==> config.mk <==
export PLATFORM = sky130hd
export DESIGN_NAME = bram_array_loader_flat
export DESIGN_NICKNAME = d
export VERILOG_FILES = /design/src/rtl/nn_bram_pkg.sv /design/src/rtl/bram_array_loader_if.sv /design/src/rtl/bram_addr_counter.sv /design/src/rtl/bram_array_loader.sv /design/src/flat_wrapper.sv
export SDC_FILE = /design/constraint.sdc
export NUM_CORES = 1
export LEC_CHECK = 0
export CORE_ASPECT_RATIO = 1.4
export CORE_MARGIN = 2
export CORE_UTILIZATION = 44
export CTS_BUF_LIST = sky130_fd_sc_hd__clkbuf_2
export DETAILED_ROUTE_END_ITERATION = 10
export PLACE_DENSITY_LB_ADDON = 0.05
export SLEW_MARGIN = 20
export SYNTH_ARGS = -nofsm -noshare
export SYNTH_HDL_FRONTEND = slang
export SYNTH_HIERARCHICAL = 1
export SYNTH_SLANG_ARGS = --single-unit
export TNS_END_PERCENT = 5
==> constraint.sdc <==
create_clock -name CLK -period 2.23 [get_ports CLK]
set_clock_uncertainty 0.05 [all_clocks]
set_input_delay 0.3345 -clock CLK [delete_from_list [all_inputs] [get_ports CLK]]
set_output_delay 0.3345 -clock CLK [all_outputs]
set_load 0.02 [all_outputs]
==> src/rtl/nn_bram_pkg.sv <==
// Shared definitions for the 28-bank weight BRAM array: geometry, loader
// FSM encoding, the registered write bundle and a bank one-hot helper.
// Also used by bram_array and the inference address sequencer.
package nn_bram_pkg;

    localparam int unsigned NUM_BANKS   = 28;
    localparam int unsigned DEPTH       = 785;
    localparam int unsigned ADDR_W      = 11;
    localparam int unsigned DATA_W      = 8;
    localparam int unsigned BANK_W      = 5;
    localparam int unsigned TOTAL_WORDS = NUM_BANKS * DEPTH;

    // Loader FSM encoding
    localparam logic [1:0] ST_IDLE_ENC   = 2'd0;
    localparam logic [1:0] ST_LOAD_ENC   = 2'd1;
    localparam logic [1:0] ST_FINISH_ENC = 2'd2;

    typedef enum logic [1:0] {
        ST_IDLE   = ST_IDLE_ENC,
        ST_LOAD   = ST_LOAD_ENC,
        ST_FINISH = ST_FINISH_ENC
    } load_state_e;

    // One BRAM write as presented on the array pins
    typedef struct packed {
        logic [NUM_BANKS-1:0] we;
        logic [ADDR_W-1:0]    addr;
        logic [DATA_W-1:0]    di;
    } bram_wr_t;

    // One-hot bank select for the per-bank write-enable vector
    function automatic logic [NUM_BANKS-1:0] bank_onehot(input logic [BANK_W-1:0] bank);
        return NUM_BANKS'(1) << bank;
    endfunction

endpackage

==> src/rtl/bram_array_loader_if.sv <==
// Byte stream in / BRAM write port out for bram_array_loader.
// master: loader side (consumes stream, drives BRAM pins).
// slave : environment side (drives stream, observes BRAM pins).
interface bram_array_loader_if;
    import nn_bram_pkg::*;

    logic [DATA_W-1:0]    S_DATA;
    logic                 S_VALID;
    logic                 S_READY;
    logic                 BRAM_EN;
    logic [NUM_BANKS-1:0] BRAM_WE;
    logic [ADDR_W-1:0]    BRAM_ADDR;
    logic [DATA_W-1:0]    BRAM_DI;

    modport master (
        input  S_DATA, S_VALID,
        output S_READY, BRAM_EN, BRAM_WE, BRAM_ADDR, BRAM_DI
    );

    modport slave (
        output S_DATA, S_VALID,
        input  S_READY, BRAM_EN, BRAM_WE, BRAM_ADDR, BRAM_DI
    );

endinterface

==> src/rtl/bram_addr_counter.sv <==
// Two-level bank-major address counter: addr runs 0..DEPTH-1, then wraps
// and bumps bank. last_c flags the final word of the final bank; both
// counters wrap to zero after it so the block can cycle for read-side use.
// Ports: clk, rst_n (sync, active-low), clear, advance -> addr, bank, last_c.
module bram_addr_counter
    import nn_bram_pkg::*;
(
    input  logic              clk,
    input  logic              rst_n,
    input  logic              clear,
    input  logic              advance,
    output logic [ADDR_W-1:0] addr,
    output logic [BANK_W-1:0] bank,
    output logic              last_c
);

    logic addr_wrap_c;

    assign addr_wrap_c = (addr == ADDR_W'(DEPTH - 1));
    assign last_c      = addr_wrap_c && (bank == BANK_W'(NUM_BANKS - 1));

    // Counter update; clear has priority over advance
    always_ff @(posedge clk) begin
        if (!rst_n) begin
            addr <= '0;
            bank <= '0;
        end else if (clear) begin
            addr <= '0;
            bank <= '0;
        end else if (advance) begin
            if (addr_wrap_c) begin
                addr <= '0;
                bank <= last_c ? '0 : bank + BANK_W'(1);
            end else begin
                addr <= addr + ADDR_W'(1);
            end
        end
    end

endmodule

==> src/rtl/bram_array_loader.sv <==
// Fills the 28-bank weight BRAM array from an 8-bit byte stream, bank-major,
// 785 words per bank (784 weights then bias). One write per accepted byte,
// one cycle after the handshake.
// Ports: CLK, RST_N (sync, active-low), START, ABORT, bus (stream + BRAM
// write pins, master side), BUSY, DONE, BANK_IDX (bank being filled).
module bram_array_loader
    import nn_bram_pkg::*;
(
    input  logic                       CLK,
    input  logic                       RST_N,
    input  logic                       START,
    input  logic                       ABORT,
    bram_array_loader_if.master        bus,
    output logic                       BUSY,
    output logic                       DONE,
    output logic [BANK_W-1:0]          BANK_IDX
);

    load_state_e       state, state_d;
    bram_wr_t          wr_q, wr_d;
    logic              en_q, en_d;
    logic              busy_d, done_d;
    logic              ready_c, hs_c, clear_c, last_c;
    logic [ADDR_W-1:0] addr;
    logic [BANK_W-1:0] bank;

    // Ready is combinational so ABORT can block the same-cycle byte
    assign ready_c = (state == ST_LOAD) && !ABORT;
    assign hs_c    = ready_c && bus.S_VALID;
    assign clear_c = (state == ST_IDLE) && START;

    bram_addr_counter u_addr_counter (
        .clk     (CLK),
        .rst_n   (RST_N),
        .clear   (clear_c),
        .advance (hs_c),
        .addr    (addr),
        .bank    (bank),
        .last_c  (last_c)
    );

    // State and registered outputs
    always_ff @(posedge CLK) begin
        if (!RST_N) begin
            state <= ST_IDLE;
            en_q  <= 1'b0;
            wr_q  <= '0;
            BUSY  <= 1'b0;
            DONE  <= 1'b0;
        end else begin
            state <= state_d;
            en_q  <= en_d;
            wr_q  <= wr_d;
            BUSY  <= busy_d;
            DONE  <= done_d;
        end
    end

    // Next state and next output values
    always_comb begin
        state_d  = state;
        en_d     = 1'b0;
        wr_d     = wr_q;
        wr_d.we  = '0;
        busy_d   = BUSY;
        done_d   = 1'b0;
        unique case (state)
            ST_IDLE: begin
                if (START) begin
                    state_d = ST_LOAD;
                    busy_d  = 1'b1;
                end
            end
            ST_LOAD: begin
                if (ABORT) begin
                    state_d = ST_IDLE;
                    busy_d  = 1'b0;
                end else if (hs_c) begin
                    en_d      = 1'b1;
                    wr_d.we   = bank_onehot(bank);
                    wr_d.addr = addr;
                    wr_d.di   = bus.S_DATA;
                    if (last_c) begin
                        state_d = ST_FINISH;
                    end
                end
            end
            ST_FINISH: begin
                state_d = ST_IDLE;
                busy_d  = 1'b0;
                done_d  = 1'b1;
            end
            default: begin
                state_d = ST_IDLE;
                busy_d  = 1'b0;
            end
        endcase
    end

    assign bus.S_READY   = ready_c;
    assign bus.BRAM_EN   = en_q;
    assign bus.BRAM_WE   = wr_q.we;
    assign bus.BRAM_ADDR = wr_q.addr;
    assign bus.BRAM_DI   = wr_q.di;
    assign BANK_IDX      = bank;

endmodule

==> src/flat_wrapper.sv <==
// flat-port wrapper written by rule: the top's interface ports become plain ports
module bram_array_loader_flat import nn_bram_pkg::*;
  (CLK, RST_N, START, ABORT, BUSY, DONE, BANK_IDX, bus_S_DATA, bus_S_VALID, bus_S_READY, bus_BRAM_EN, bus_BRAM_WE, bus_BRAM_ADDR, bus_BRAM_DI);
  bram_array_loader_if bus_i ();
  input  logic CLK;
  input  logic RST_N;
  input  logic START;
  input  logic ABORT;
  output logic BUSY;
  output logic DONE;
  output logic [BANK_W-1:0] BANK_IDX;
  input wire logic [$bits(bus_i.S_DATA)-1:0] bus_S_DATA;
  input wire logic [$bits(bus_i.S_VALID)-1:0] bus_S_VALID;
  output wire logic [$bits(bus_i.S_READY)-1:0] bus_S_READY;
  output wire logic [$bits(bus_i.BRAM_EN)-1:0] bus_BRAM_EN;
  output wire logic [$bits(bus_i.BRAM_WE)-1:0] bus_BRAM_WE;
  output wire logic [$bits(bus_i.BRAM_ADDR)-1:0] bus_BRAM_ADDR;
  output wire logic [$bits(bus_i.BRAM_DI)-1:0] bus_BRAM_DI;
  assign bus_i.S_DATA = bus_S_DATA;
  assign bus_i.S_VALID = bus_S_VALID;
  assign bus_S_READY = bus_i.S_READY;
  assign bus_BRAM_EN = bus_i.BRAM_EN;
  assign bus_BRAM_WE = bus_i.BRAM_WE;
  assign bus_BRAM_ADDR = bus_i.BRAM_ADDR;
  assign bus_BRAM_DI = bus_i.BRAM_DI;
  bram_array_loader u_core (.CLK(CLK), .RST_N(RST_N), .START(START), .ABORT(ABORT), .bus(bus_i), .BUSY(BUSY), .DONE(DONE), .BANK_IDX(BANK_IDX));
endmodule
==> flow_summary.json <==
{
  "highest_layer": "met4",
  "insertion_delay_ns": 0.48,
  "num_vias": 2057,
  "fmax_ghz": 0.4824,
  "cp.depth": 1,
  "syn_area_um2": 2535,
  "wl_met3_um": 232,
  "worst_hold_slack_ns": 0.3409,
  "hold_viol": 0,
  "drive_gt1_frac": 0.1053,
  "ir_drop_mv": 0.3994,
  "yosys.area.top_type_share": 0.5370,
  "dieHeight_um": 93.81,
  "antenna_left": 0,
  "grtUsageTotal": 0.1810,
  "postSynth.asyncResetShare": 0,
  "synth_cells": 266,
  "fin_tns_setup_ns": 0,
  "area_growth_pct": 33.27,
  "cp_data_required_time_ns": 1.85,
  "crit_chain": "clkdlybuf4s50_1",
  "cts_tree": "yes",
  "dieArea_um2": 6393,
  "cts.clk_slew.worst_paths_ns": 0.17,
  "hold_class": "in2reg",
  "power_leakage_nw": 1.192,
  "remaining_drc_errors": 0,
  "dp_hpwl_mm": 3.867,
  "fin_crit_ns": 2.073,
  "nNetsFinal": 353,
  "avgSynthCellArea_um2": 9.530,
  "crit_fanout": 14,
  "post_cts_resized": 3,
  "synth_area_leaders": "dfxtp_1, nand3_1, nor2_1",
  "synth-edff-count": 0,
  "clk_path_buf_depth": 2,
  "max_stage_delay_ns": 0.66,
  "initial_utilization": 0.4588,
  "seq_area_frac_synth": 0.5370,
  "port-buffer-count": 68,
  "grt_max_degree": 41,
  "antenna_found_initial": 0,
  "stdcell_count": 410,
  "h-tree-depth": 3,
  "critPathLaunchType": "flip-flop",
  "path_class": "reg2out",
  "critPathTopFamily": "buffers and inverters",
  "dpl.cell_count": 394,
  "hold_depth": 3,
  "grt_pass1_vias": 1860,
  "numCtsBuffers": 9,
  "grt_pass1_wl_mm": 8.590,
  "yosys-top-cells-count": "dfxtp_1, nor2_1, nand2_1",
  "rsz0062_at_grt": "false",
  "worstMarginPinSlew_ns": 0.4500,
  "synth_ff_type": "dfxtp_1",
  "pin_count": 69,
  "fin_crit_sh": 0.9297,
  "relSlewSlack": 0.7000,
  "drv_slew": 0,
  "firstDrtPassIters": 4,
  "gp_congestion": 0.7745,
  "endpoint_kind": "output pin",
  "cp_slowest_cell": "clkdlybuf4s50_1",
  "cts.sinks": 68,
  "outcome": "complete, no violations",
  "cp.arrival_ns": 1.69,
  "cts_hold_buf": 0,
  "dr.first_iter.drc_count": 120,
  "power_density_nw_per_um2": 592.6,
  "wl_met2_mm": 2.875,
  "synth_seq_cells": 68,
  "root_buffer": "clkbuf_2",
  "yosysMostFrequentCell": "dfxtp_1",
  "ys_warn_count": 6,
  "routedWlPerCell_um": 12.98,
  "setup_viol": 0,
  "n_antenna_cell": 0,
  "post_cts_buffers": 0,
  "die_x_um": 68.15,
  "worst_r2r_path_depth": 6,
  "wl_mm": 5.320,
  "via_per_inst": 5.017,
  "grt-ovfl-total": 0,
  "m1WireLength_mm": 2.090,
  "rows": 32,
  "coreArea_um2": 5525,
  "syn-num-nets": 282,
  "path_buf_inv": 1,
  "synth_top_area_cell": "dfxtp_1",
  "cap_viol_max_count": 0,
  "synth.distinct_cells": 37
}
registers in the layout (all words and copies together), names as in the netlist, 2 cells and up:
register and cells:
u_core/bus.BRAM_WE 28, u_core/u_addr_counter/addr 11, u_core/bus.BRAM_DI 8, u_core/bus.BRAM_ADDR 11, u_core/state 2, u_core/u_addr_counter/bank 5
area by class of cell:
class,instances,area [um^2]
timing repair buffer,75,732.0
tap,68,85.08
fill,498,2147
sequential,68,1364
clock inverter,5,52.55
inverter,6,22.52
multi-input combinational,177,1067
clock buffer,11,55.05
placed cells by master, fill, tap and decap left out, types with 2 or more instances in the layout:
cell type	Yosys	layout
inv_1	6	6
nor2b_1	3	3
ha_1	3	3
and3_1	3	3
buf_4	1	7
a21oi_1	5	5
and4bb_4	2	2
nand3_1	25	25
and4b_1	2	2
nor3_1	7	7
clkbuf_2	1	11
or4_1	2	2
nor4_2	5	5
clkdlybuf4s50_1	0	67
or3_1	2	2
clkinv_2	0	2
xnor2_1	4	4
and4_1	4	4
nand2_1	27	27
o21ai_0	22	22
nor3b_1	2	2
nand2b_1	7	7
dfxtp_1	68	66
and3b_1	2	2
xor2_1	6	6
dfxtp_2	0	2
nor4_1	2	2
mux2i_1	2	2
nand4_1	3	3
nor2_1	31	31
kinds of logic (layout without fill, tap and decap cells):
group | count (synthesis) | count (layout) | synth area share
and+or+nand+nor | 134 | 134 | 0.3080
DFF | 68 | 68 | 0.5370
AOI/OAI and AO/OA | 28 | 28 | 0.05578
buffers and inverters | 21 | 97 | 0.04195
xor gates and xnor gates | 10 | 10 | 0.03455
adders and majority gates | 3 | 3 | 0.01481
muxes | 2 | 2 | 0.007898
metrics by stage:
step           worst slack [ns]  cell area (um^2)  power (W)    util
6_report                 0.1569              3378   0.002002  0.6114
5_1_grt                 0.04199              3378   0.002085  0.6114
4_1_cts                  0.1077              3378   0.002029  0.6114
3_5_place_dp             0.1183              3269   0.001349  0.5917
3_3_place_gp             0.1653              3269   0.001348  0.5917
2_1_floorplan            0.4665              2535   0.001304       -
routing by layer:
| metal | vias up | global-route usage |
|---|---|---|
| met1 | 946 | 0.1885 |
| met3 | 10 | 0.05276 |
| met5 | - | 0 |
| li1 | 1052 | - |
| met2 | 49 | 0.3196 |
| met4 | 0 | 0.08833 |
worst paths after layout:
check,start,to,slack (ns)
setup reg to reg,u_core/u_addr_counter/addr[0],u_core/u_addr_counter/bank[4],0.51
setup / recovery,u_core/u_addr_counter/bank[3],BANK_IDX[3],0.16
hold reg to reg,u_core/bus.BRAM_ADDR[10],u_core/bus.BRAM_ADDR[10],0.42
hold / removal,bus_S_DATA[1],u_core/bus.BRAM_DI[1],0.34
where the power goes:
group | leakage [nW] | switching [W] | total (W) | internal (W)
clock | 0.0733 | 0.000416 | 0.000679 | 0.000264
sequential | 0.549 | 0.00000543 | 0.00123 | 0.00122
combinational | 0.569 | 0.0000489 | 0.0000936 | 0.0000448
Power figures use the tool's default switching activity.
